$ cat config.mk
export PLATFORM = sky130hd
export DESIGN_NAME = cp0_unit
export DESIGN_NICKNAME = d
export VERILOG_FILES = /design/src/rtl/cp0_pkg.sv /design/src/rtl/cp0_unit.sv
export SDC_FILE = /design/constraint.sdc
export NUM_CORES = 1
export LEC_CHECK = 0
export ABC_AREA = 1
export ABC_CLOCK_PERIOD_IN_PS = 1500
export CAP_MARGIN = 25
export CELL_PAD_IN_SITES_DETAIL_PLACEMENT = 0
export CELL_PAD_IN_SITES_GLOBAL_PLACEMENT = 1
export CORE_ASPECT_RATIO = 1.75
export CORE_MARGIN = 2
export CORE_UTILIZATION = 25
export DETAILED_ROUTE_END_ITERATION = 12
export PLACE_DENSITY_LB_ADDON = 0.15
export SLEW_MARGIN = 20
export SYNTH_ARGS = -nofsm -noshare
export SYNTH_HDL_FRONTEND = slang
export SYNTH_SLANG_ARGS = --single-unit
$ cat constraint.sdc
create_clock -name clk -period 1.5 [get_ports clk]
set_input_delay 0.3 -clock clk [delete_from_list [all_inputs] [get_ports clk]]
set_output_delay 0.3 -clock clk [all_outputs]
set_load 0.02 [all_outputs]
$ cat src/rtl/cp0_pkg.sv
// Shared CP0 definitions: register numbers, field positions and exception codes
// used by both CP0 and the control unit.
package cp0_pkg;

    localparam logic [4:0] REG_SR    = 5'd12;
    localparam logic [4:0] REG_CAUSE = 5'd13;
    localparam logic [4:0] REG_EPC   = 5'd14;
    localparam logic [4:0] REG_PRID  = 5'd15;

    localparam int SR_IM_LSB     = 10;
    localparam int SR_EXL_BIT    = 1;
    localparam int SR_IE_BIT     = 0;
    localparam int CAUSE_BD_BIT  = 31;
    localparam int CAUSE_IP_LSB  = 10;
    localparam int CAUSE_EXC_LSB = 2;
    localparam int INT_LINES     = 6;

    localparam logic [4:0] EXC_INT     = 5'd0;
    localparam logic [4:0] EXC_ADEL    = 5'd4;
    localparam logic [4:0] EXC_ADES    = 5'd5;
    localparam logic [4:0] EXC_SYSCALL = 5'd8;
    localparam logic [4:0] EXC_RI      = 5'd10;
    localparam logic [4:0] EXC_OV      = 5'd12;

endpackage

$ cat src/rtl/cp0_unit.sv
// Coprocessor 0: SR/Cause/EPC/PRId register file plus the exception/interrupt
// request logic, evaluated on the instruction sitting in M.
module cp0_unit
    import cp0_pkg::*;
#(
    parameter logic [31:0] PRID       = 32'h2024_1029,
    parameter int          EXC_CODE_W = 5
) (
    input  logic                  clk,
    input  logic                  reset,
    input  logic [4:0]            A1,
    input  logic [4:0]            A2,
    input  logic [31:0]           Din,
    input  logic                  En,
    input  logic [31:0]           VPC,
    input  logic                  BDIn,
    input  logic [EXC_CODE_W-1:0] ExcCodeIn,
    input  logic [5:0]            HWInt,
    input  logic                  EXLClr,
    output logic                  Req,
    output logic [31:0]           EPCOut,
    output logic [31:0]           Dout
);

    logic [INT_LINES-1:0]  sr_im;
    logic                  sr_exl;
    logic                  sr_ie;
    logic                  cause_bd;
    logic [INT_LINES-1:0]  cause_ip;
    logic [EXC_CODE_W-1:0] cause_exc;
    logic [31:0]           epc;

    logic int_req;
    logic exc_req;

    // Interrupts look at the live lines, not the latched IP copy.
    assign int_req = (|(HWInt & sr_im)) & sr_ie & ~sr_exl;
    assign exc_req = (ExcCodeIn != '0) & ~sr_exl;
    assign Req     = int_req | exc_req;
    assign EPCOut  = epc;

    always_ff @(posedge clk) begin
        if (reset) begin
            sr_im     <= '0;
            sr_exl    <= 1'b0;
            sr_ie     <= 1'b0;
            cause_bd  <= 1'b0;
            cause_ip  <= '0;
            cause_exc <= '0;
            epc       <= '0;
        end else begin
            cause_ip <= HWInt;
            if (Req) begin
                // The victim does not commit, so its mtc0 and eret are dropped.
                sr_exl    <= 1'b1;
                cause_exc <= int_req ? EXC_CODE_W'(EXC_INT) : ExcCodeIn;
                cause_bd  <= BDIn;
                epc       <= BDIn ? (VPC - 32'd4) : VPC;
            end else begin
                if (En && A2 == REG_SR) begin
                    sr_im  <= Din[SR_IM_LSB +: INT_LINES];
                    sr_exl <= Din[SR_EXL_BIT];
                    sr_ie  <= Din[SR_IE_BIT];
                end
                if (En && A2 == REG_EPC) begin
                    epc <= Din;
                end
                // Placed after the SR write so eret's EXL clear has the last word.
                if (EXLClr) begin
                    sr_exl <= 1'b0;
                end
            end
        end
    end

    always_comb begin
        Dout = '0;
        case (A1)
            REG_SR: begin
                Dout[SR_IM_LSB +: INT_LINES] = sr_im;
                Dout[SR_EXL_BIT]             = sr_exl;
                Dout[SR_IE_BIT]              = sr_ie;
            end
            REG_CAUSE: begin
                Dout[CAUSE_BD_BIT]                  = cause_bd;
                Dout[CAUSE_IP_LSB +: INT_LINES]     = cause_ip;
                Dout[CAUSE_EXC_LSB +: EXC_CODE_W]   = cause_exc;
            end
            REG_EPC:  Dout = epc;
            REG_PRID: Dout = PRID;
            default:  Dout = '0;
        endcase
    end

endmodule

==> results of run 1 <==
## how the worst max path moves through the flow
stage | endpoint | start
after floorplan | Dout[11] | A1[4]
after global placement | Dout[11] | A1[4]
after detailed placement | Dout[11] | A1[4]
after CTS | Dout[6] | A1[4]
after global routing | Dout[6] | A1[4]
final | Dout[6] | A1[4]
## final cells by class
type	count	area share
Clock buffer	7	0.0185
Timing Repair Buffer	301	0.378
Clock inverter	1	0.000972
Inverter	81	0.0459
Multi-Input combinational cell	436	0.392
Antenna cell	1	0.000324
Sequential cell	52	0.135
Tap cell	177	0.0287
## through the flow
stage | std cells | instance area [sq um] | worst slack (ps)
after detailed placement | 1014 | 6140 | -1160
after global routing | 1056 | 7720 | -259
final | 1056 | 7720 | -206
after global placement | 1014 | 6140 | -1130
after floorplan | 591 | 3590 | -141
after CTS | 1044 | 7110 | -238
## Yosys cell counts, types with 6 or more instances
cell,count
nand2_1,162
nor2_1,97
inv_1,75
dfxtp_1,52
nand3_1,35
a21oi_1,29
o21ai_0,29
o21ai_1,16
clkbuf_1,9
buf_2,7
nand4_1,7
xor2_1,7
inv_2,6
## worst register-to-register path, cell delays in order, from the launching register on
cell and delay (ps):
dfxtp_2 330, nand2_2 60, nand2_2 70, a21oi_4 140, nand2_4 80, nand3_4 90
nand2_8 90, buf_12 170, nor2_4 170, clkbuf_16 220, nand2_4 60, a21oi_2 120
## flip-flops by register name, summed over array words and instances, names as in the netlist
name / flops
sr_im: 6
cause_ip: 6
EPCOut: 32
sr_ie: 1
sr_exl: 1
cause_exc: 5
cause_bd: 1
## cells by family after synthesis
family                     count (synthesis)  share of synthesized area
AOI/OAI and AO/OA                         98                      0.158
xor gates and xnor gates                  12                     0.0296
adders and majority gates                  1                    0.00352
and+or+nand+nor                          325                      0.394
buffers and inverters                    103                      0.122
DFF                                       52                      0.293
## cells in the final DEF (no fill, tap or decap), types with 20 or more instances in the layout
| master | count |
|---|---|
| nor2_4 | 31 |
| nand2_4 | 32 |
| nor2_1 | 59 |
| buf_6 | 35 |
| nand2_2 | 24 |
| nand2_1 | 111 |
| inv_1 | 64 |
| a21oi_2 | 27 |
| dlygate4sd2_1 | 55 |
| nand3_1 | 20 |
| dfxtp_1 | 48 |
| clkdlybuf4s50_1 | 49 |
| buf_4 | 119 |
## routing by layer
layer  routed length, microns  up-vias  GRT usage
met5                        0        -          0
met1                     6070     2207      0.225
li1                         -     2430          -
met4                      675        0      0.105
met3                      602       33     0.0237
met2                    10000      122      0.437
## power breakdown
group / leakage (nW) / internal [mW] / total, mW / switching, mW
combinational: 3.24 / 0.821 / 1.69 / 0.873
clock: 0.0701 / 0.668 / 1.23 / 0.566
sequential: 0.433 / 1.48 / 1.57 / 0.0859
## what timing repair did
item	4_1_cts	5_1_grt
pin swaps	58	63
cloned	4	2
gates resized for setup	446	158
endpoints found under the setup margin	111	79
setup buffers	20	11
==> flow_metrics.env, run 1 <==
export IMPL_async_flop_share=0
export IMPL_n_fill_cell=1382
export IMPL_max_freq_mhz=586
export IMPL_crit_family="buffers and inverters"
export IMPL_min_path_cells=3
export IMPL_power_density_nw_per_um2=582
export IMPL_fin_util=0.555
export IMPL_h_tree_depth=2
export IMPL_syn2layout_area_growth_pct=117
export IMPL_drv_cap=0
export IMPL_startpoint_type="primary input"
export IMPL_worstHoldPathType="in2reg"
export IMPL_cts_path_max_buffers=2
export IMPL_crit_cells=9
export IMPL_regToRegSetupSlack_ps=-130
export IMPL_grt_pass1_vias=4896
export IMPL_setup_slack_ps=-206
export IMPL_via_count=4792
export IMPL_synth_area_leaders="dfxtp_1, nand2_1, nor2_1"
export IMPL_seq_area_sq_um=1050
export IMPL_r2r_start="sr_im[4]$_SDFFE_PP0P_"
export IMPL_clock_skew_final_ps=9.78
export IMPL_cts_hold_buf=0
export IMPL_slowest_delay_ps=200
export IMPL_drt_initial_drc_count=121
export IMPL_synthesis_instances=591
export IMPL_total_power_mw=4.50
export IMPL_multi_input_area_sq_um=3030
export IMPL_port_buffers=154
export IMPL_dieWidth_microns=94.1
export IMPL_irDropWorstVdd_mv=0.527
export IMPL_holdWs_ps=372
export IMPL_relSlewSlack=0.749
export IMPL_cp_slowest_cell="nor2_4"
export IMPL_drt_pre_antenna_iters=4
export IMPL_grt_ovfl_total=0
export IMPL_period_share=1.14
export IMPL_cp_arrival_ps=1410
export IMPL_clk_pin_slew_worst_paths_ps=70
export IMPL_violations="setup timing"
export IMPL_synthFlopType="dfxtp_1"
export IMPL_yosysSeqAreaShare=0.293
export IMPL_tritoncts="yes"
export IMPL_finalCriticalPeriod_ps=1710
export IMPL_holdPathEnd="cause_ip[5]$_SDFF_PP0_"
export IMPL_required_ps=1200
export IMPL_layout_drive_gt1_share=0.460
export IMPL_critPathBufInv=6
export IMPL_post_drt_wl_per_cell_microns=16.4
export IMPL_grt_max_degree=35
export IMPL_path_cells="buf_8, inv_12, nand4_1, nor2_4, inv_6, buf_12, buf_16, o21ai_4, buf_6"
export IMPL_clock_sinks=52
export IMPL_path_max_fanout=5
export IMPL_hold_violations=0
export IMPL_synth_top_area_cell="dfxtp_1"
export IMPL_tightest_slew_ps=373
export IMPL_r2r_cells=11
export IMPL_final_setup_tns_ps=-4900
export IMPL_die_area_sq_um=15200
export IMPL_grt_util_all_layers=0.222
export IMPL_rsz0062_at_grt="yes"
export IMPL_root_buffer="clkbuf_16"
export IMPL_clk_latency_ps=300
export IMPL_worstHoldStart="HWInt[5]"
export IMPL_grt_pass1_wl_mm=25.8
export IMPL_coreArea_sq_um=13900
export IMPL_critical_path_endpoint_type="primary output"
export IMPL_syn_avg_cell_area_sq_um=6.01
export IMPL_numCtsBuffers=5
export IMPL_slew_viol_final=0
export IMPL_yosysUniqueCellTypes=39
export IMPL_synth_edf_count=0
export IMPL_critical_path_class="in2out"
export IMPL_routed_wl_mm=17.3
export IMPL_detail_route_antenna_nets=0
export IMPL_row_count=57
export IMPL_synth_seq_cells=52
export IMPL_ys_warn_count=0
export IMPL_fin_nets=968
export IMPL_synth_area_sq_um=3550
export IMPL_place_congestion=0.911
export IMPL_antenna_found_initial=1
export IMPL_finalSetupViolCount=46
export IMPL_synth_top_cell_area_share=0.293
export IMPL_leakage_nw=3.74
export IMPL_hpwlAfterDp_mm=13.1
export IMPL_detail_route_drc_violations=0
export IMPL_status="finished, violations left"
export IMPL_r2r_end="EPCOut[25]$_SDFFE_PP0P_"
export IMPL_die_h_microns=162
export IMPL_io_pins=155
export IMPL_initial_core_util=0.255
export IMPL_syn_nets=682
export IMPL_vias_per_cell=4.54
(Power assumes the default switching activity.)
==> run 2: changes to the inputs <==
- CORE_UTILIZATION: 25 -> 38
- DONT_BUFFER_PORTS: default -> 1
==> run 2 against run 1 <==
Compared with the run above: the flow still finishes with violations (setup timing); clock skew hardly changed; non-clock buffer count decreased by 187; combinational power is 37% lower; global-route usage grew 4.2 points; sequential power is essentially flat; critical path depth fell by 1; die area is 33% lower; design area down 31%; register-to-register slack better by 70 ps; core utilization rose by 3.0 points; count of clock-buffer cells in the layout decreased by 1; wire length shrank 17%; highest routed layer unchanged.
==> flow_metrics.env, run 2 (synthesized netlist as in run 1, its figures left out) <==
export IMPL_slew_viol_final=0
export IMPL_p_int_mw=2.62
export IMPL_post_drt_wl_per_cell_microns=17.8
export IMPL_grt_ovfl_total=0
export IMPL_via_count=4168
export IMPL_instances_no_fill=810
export IMPL_io_pins=155
export IMPL_crit_start="A1[4]"
export IMPL_tritoncts="yes"
export IMPL_setup_slack_ps=-114
export IMPL_drt_initial_drc_count=217
export IMPL_clk_pin_slew_worst_paths_ps=70
export IMPL_drv_cap=0
export IMPL_fin_nets=781
export IMPL_port_buffers=0
export IMPL_grt_pass1_vias=4045
export IMPL_power_frac_seq=0.412
export IMPL_clock_sinks=52
export IMPL_clock_skew_final_ps=9.69
export IMPL_rsz0062_at_grt="yes"
export IMPL_min_path_cells=1
export IMPL_violations="setup timing"
export IMPL_antenna_found_initial=0
export IMPL_clk_latency_ps=300
export IMPL_vias_per_cell=5.15
export IMPL_startpoint_type="primary input"
export IMPL_dieWidth_microns=77.1
export IMPL_period_share=1.08
export IMPL_pwr_share_clk=0.314
export IMPL_power_density_nw_per_um2=725
export IMPL_max_freq_mhz=620
export IMPL_r2r_end="sr_im[2]$_SDFFE_PP0P_"
export IMPL_path_cells="clkinv_16, nand4_1, nor2_2, clkinvlp_4, buf_12, buf_12, nor2_2, buf_4"
export IMPL_finalCriticalPeriod_ps=1610
export IMPL_detail_route_antenna_nets=0
export IMPL_largest_reg_flops=32
export IMPL_grt_max_degree=36
export IMPL_drt_pre_antenna_iters=4
export IMPL_slowest_delay_ps=210
export IMPL_cp_slowest_cell="nor2_2"
export IMPL_diodes=0
export IMPL_r2r_start="sr_im[4]$_SDFFE_PP0P_"
export IMPL_die_area_sq_um=10200
export IMPL_layout_drive_gt1_share=0.333
export IMPL_r2r_cells=11
export IMPL_cts_path_max_buffers=2
export IMPL_relSlewSlack=0.756
export IMPL_mostFrequentLayoutCell="nand2_1"
export IMPL_hold_violations=0
export IMPL_place_congestion=0.934
export IMPL_comb_power_share=0.274
export IMPL_numCtsBuffers=5
export IMPL_grt_util_all_layers=0.265
export IMPL_critical_path_endpoint_type="primary output"
export IMPL_tightest_slew_ps=362
export IMPL_worstHoldPathType="in2reg"
export IMPL_critical_path_class="in2out"
export IMPL_cp_arrival_ps=1310
export IMPL_grt_pass1_wl_mm=21.1
export IMPL_holdWs_ps=64.2
export IMPL_hpwlAfterDp_mm=10.8
export IMPL_fin_util=0.585
export IMPL_total_power_mw=3.86
export IMPL_finalSetupViolCount=42
export IMPL_switching_share=0.322
export IMPL_layout_common_cells="nand2_1, nor2_1, buf_4"
export IMPL_status="finished, violations left"
export IMPL_place_ws_ps=-157
export IMPL_routed_wl_mm=14.4
export IMPL_detail_route_drc_violations=0
export IMPL_leakage_nw=2.44
export IMPL_h_tree_depth=2
export IMPL_dp_cells=790
export IMPL_irDropWorstVdd_mv=0.559
export IMPL_row_count=46
export IMPL_path_max_fanout=8
export IMPL_root_buffer="clkbuf_16"
export IMPL_crit_path_end="Dout[20]"
export IMPL_syn2layout_area_growth_pct=49.7
export IMPL_p_sw_mw=1.24
export IMPL_cts_hold_buf=0
export IMPL_regToRegSetupSlack_ps=-60
export IMPL_die_h_microns=132
export IMPL_coreArea_sq_um=9090
export IMPL_required_ps=1200
export IMPL_initial_core_util=0.391
[run 2: cell types whose count changed in the layout (fill, tap and decap cells not counted), sizes merged]
| cell | before | now |
|---|---|---|
| buf | 184 | 110 |
| dlygate4sd2 | 55 | 0 |
| diode | 1 | 0 |
| dlymetal6s2s | 6 | 0 |
| clkinv | 1 | 2 |
| inv | 80 | 79 |
| clkbuf | 12 | 10 |
| clkdlybuf4s50 | 49 | 0 |
| clkdlybuf4s15 | 2 | 0 |
[run 2: power by group through the flow]
stage               Clock [mW]  Combinational [mW]  Sequential (mW)
detailed placement           0               0.779             1.62
global route              1.28                1.13             1.60
global placement             0               0.775             1.61
CTS                       1.23               0.893             1.59
floorplan                    0               0.450             1.66
finish                    1.21                1.06             1.59
[run 2: critical path: cells and delay by family]
| kind | cells | cell delay (ps) |
|---|---|---|
| simple gates | 3 | 400 |
| buf+inv | 5 | 610 |
[run 2: metal layers]
layer,global-route usage,wire [microns],share of wire,vias to the layer above
met5,0,0,0,-
met4,0.0952,573,0.040,0
met3,0.0514,859,0.060,32
met2,0.520,7930,0.55,158
met1,0.269,5040,0.35,1926
li1,-,-,-,2052
[run 2: cell type report]
| class | instances | area, sq um |
|---|---|---|
| Fill cell | 913 | 3770 |
| Multi-Input combinational cell | 436 | 2440 |
| Tap cell | 120 | 150 |
| Clock buffer | 6 | 139 |
| Inverter | 81 | 349 |
| Timing Repair Buffer | 114 | 1190 |
| Sequential cell | 52 | 1050 |
| Clock inverter | 1 | 8.76 |
[run 2: repair_timing]
item,in CTS,in global routing
setup buffers,6,1
gates cloned,2,5
resized for setup,50,99
setup endpoints to repair,35,69
hold endpoints to repair,0,0
pin swaps,8,30
[run 2: stage by stage]
stage	instance area (sq um)	setup TNS (ps)
floorplan	3590	-1920
global placement	4410	-2860
detailed placement	4410	-4210
CTS	4860	-1940
global route	5320	-5300
finish	5320	-2180
[run 2: worst min path at each step]
stage,startpoint,endpoint,slack [ps]
2_1_floorplan,HWInt[0],cause_ip[0]$_SDFF_PP0_,410
3_3_place_gp,reset,EPCOut[9]$_SDFFE_PP0P_,370
3_5_place_dp,reset,EPCOut[9]$_SDFFE_PP0P_,370
4_1_cts,reset,EPCOut[9]$_SDFFE_PP0P_,60
5_1_grt,reset,EPCOut[9]$_SDFFE_PP0P_,50
6_report,reset,EPCOut[9]$_SDFFE_PP0P_,60
==> run 3: changes to the inputs <==
- ABC_AREA: 1 -> default
- CAP_MARGIN: 25 -> default
- CORE_MARGIN: 2 -> 4
- CORE_UTILIZATION: 38 -> 41
==> run 3 against run 2 <==
Compared with the run above: the flow still finishes with violations (setup timing); count of clock-buffer cells in the layout is 1 lower; clock skew is 3.3 ps lower; design area is 5.1% lower; synthesized cell count is 22% lower; via count is 1.8% lower; synthesized area is 3.3% higher; clock power hardly changed; global-route usage is 1.1 points higher; sequential share of layout area is 1.1 points higher; critical endpoint is now Req.
==> flow_metrics.env, run 3 <==
export IMPL_async_flop_share=0
export IMPL_synth_most_common_cell="dfxtp_1"
export IMPL_largest_reg_flops=32
export IMPL_synth_edf_count=0
export IMPL_synth_seq_cells=52
export IMPL_routed_wl_mm=15.0
export IMPL_coreArea_sq_um=8730
export IMPL_grt_pass1_vias=4161
export IMPL_regToRegSetupSlack_ps=-350
export IMPL_cts_path_max_buffers=2
export IMPL_mostFrequentLayoutCell="buf_4"
export IMPL_initial_core_util=0.420
export IMPL_required_ps=1200
export IMPL_relSlewSlack=0.656
export IMPL_fin_area_sq_um=5050
export IMPL_max_freq_mhz=529
export IMPL_syn_nets=552
export IMPL_power_frac_seq=0.448
export IMPL_critical_path_class="reg2out"
export IMPL_startpoint_type="flip-flop"
export IMPL_numCtsBuffers=5
export IMPL_diodes=0
export IMPL_place_congestion=0.899
export IMPL_cp_arrival_ps=1590
export IMPL_p_int_mw=2.48
export IMPL_synth_top_cell_area_share=0.284
export IMPL_syn_avg_cell_area_sq_um=7.96
export IMPL_antenna_found_initial=0
export IMPL_dpl_instance_area_sq_um=4490
export IMPL_irDropWorstVdd_mv=0.528
export IMPL_clock_sinks=52
export IMPL_p_sw_mw=1.13
export IMPL_switching_share=0.312
export IMPL_comb_power_share=0.218
export IMPL_synthTopCellsByCount="dfxtp_1, clkbuf_1, nand4_1"
export IMPL_yosysUniqueCellTypes=54
export IMPL_slew_viol_final=0
export IMPL_pwr_share_clk=0.334
export IMPL_finalSetupViolCount=54
export IMPL_status="finished, violations left"
export IMPL_grt_max_degree=47
export IMPL_synth_top_area_cell="dfxtp_1"
export IMPL_final_setup_tns_ps=-12500
export IMPL_fin_nets=621
export IMPL_post_drt_wl_per_cell_microns=23.1
export IMPL_tritoncts="yes"
export IMPL_clk_pin_slew_worst_paths_ps=80
export IMPL_grt_util_all_layers=0.275
export IMPL_setup_slack_ps=-392
export IMPL_hpwlAfterDp_mm=10.8
export IMPL_io_pins=155
export IMPL_via_count=4093
export IMPL_root_buffer="clkbuf_16"
export IMPL_synth_area_leaders="dfxtp_1, o31ai_1, nand4_1"
export IMPL_dieWidth_microns=79.5
export IMPL_synthesis_instances=461
export IMPL_drt_initial_drc_count=266
export IMPL_die_h_microns=133
export IMPL_period_share=1.26
export IMPL_finalCriticalPeriod_ps=1890
export IMPL_detail_route_antenna_nets=0
export IMPL_slowest_delay_ps=390
export IMPL_port_buffers=0
export IMPL_grt_ovfl_total=0
export IMPL_syn2layout_area_growth_pct=37.6
export IMPL_leakage_nw=1.83
export IMPL_cp_slowest_cell="o311a_4"
export IMPL_drv_cap=0
export IMPL_power_density_nw_per_um2=716
export IMPL_synthFlopType="dfxtp_1"
export IMPL_h_tree_depth=2
export IMPL_grt_pass1_wl_mm=22.8
export IMPL_layout_common_cells="buf_4, dfxtp_1, nand4_1"
export IMPL_layout_drive_gt1_share=0.354
export IMPL_path_max_fanout=7
export IMPL_row_count=45
export IMPL_violations="setup timing"
export IMPL_clk_latency_ps=300
export IMPL_critical_path_endpoint_type="primary output"
export IMPL_yosysSeqAreaShare=0.284
export IMPL_die_area_sq_um=10600
export IMPL_vias_per_cell=6.32
export IMPL_tightest_slew_ps=517
export IMPL_synth_area_sq_um=3670
export IMPL_drt_pre_antenna_iters=6
export IMPL_hold_violations=0
export IMPL_rsz0062_at_grt="yes"
export IMPL_clock_skew_final_ps=6.35
export IMPL_path_cells="a22o_4, o311a_4, nor2_4, inv_4, buf_12"
export IMPL_ys_warn_count=0
export IMPL_detail_route_drc_violations=0
export IMPL_worstHoldPathType="in2reg"
==> run 3: cell count changes after synthesis, moves of 30 or more <==
cell      delta
nand2_1    -139
nor2_1      -70
clkbuf_1    +32
nand4_1     +30
o31ai_1     +34
inv_1       -68
==> run 3: critical path, delay by kind of cell, from the launching register on <==
family          cells  cell delay, ps
compound gates      2             630
simple gates        1             130
flops               1             330
buf+inv             2             200
==> run 3: cell families (layout without fill, tap and decap cells) <==
| logic type | count (synthesis) | after routing | synth area share |
|---|---|---|---|
| simple gates | 185 | 185 | 0.313 |
| flops | 52 | 52 | 0.284 |
| xor+xnor | 10 | 10 | 0.0239 |
| mux | 13 | 13 | 0.0355 |
| buf+inv | 59 | 129 | 0.0662 |
| compound gates | 141 | 141 | 0.275 |
| fa+ha+maj | 1 | 1 | 0.00341 |
==> run 3: layout make-up <==
type                       count  area [sq um]
clock buffer                   5           125
tap                          117           146
timing repair buffer         111          1070
multi-input combinational    350          2590
clock inverter                 3          23.8
fill                         842          3680
inverter                      10          40.0
sequential                    52          1050
==> run 3: worst paths after layout <==
path,from,cells after the start,endpoint
worst max register to register,sr_im[4]$_SDFFE_PP0P_,8,EPCOut[5]$_SDFFE_PP0P_
worst min register to register,cause_exc[1]$_SDFFE_PP0N_,2,cause_exc[1]$_SDFFE_PP0N_
worst max-delay path,sr_im[0]$_SDFFE_PP0P_,5,Req
worst min-delay path,reset,1,EPCOut[16]$_SDFFE_PP0P_
==> run 3: repair_timing <==
action	CTS	global route
pin swaps	14	6
setup buffers	10	5
setup endpoints to repair	63	63
gates resized for setup	37	18
hold buffers	0	0
gates cloned	4	2
==> run 3: layer usage <==
metal / up-vias / GRT usage / wire length, microns
met3: 23 / 0.0494 / 1150
met4: 0 / 0.114 / 471
li1: 1945 / - / -
met2: 187 / 0.499 / 7910
met5: - / 0 / 0
met1: 1938 / 0.308 / 5420
==> run 3: power groups by stage <==
stage / Clock (mW) / Combinational [mW] / Sequential [mW]
finish: 1.21 / 0.787 / 1.62
global route: 1.27 / 0.850 / 1.63
CTS: 1.23 / 0.762 / 1.62
detailed placement: 0 / 0.721 / 1.65
global placement: 0 / 0.710 / 1.65
floorplan: 0 / 0.497 / 1.67
==> run 3: through the flow <==
step                      hold WS [ps]  instances   util  setup WS (ps)  total power [mW]
after global routing              53.3        648  0.578           -427              3.75
after CTS                         51.2        642  0.566           -388              3.61
after floorplan                    428        461      -           -197              2.17
final                             61.5        648  0.578           -392              3.61
after global placement             373        621  0.514           -249              2.36
after detailed placement           373        621  0.514           -287              2.37
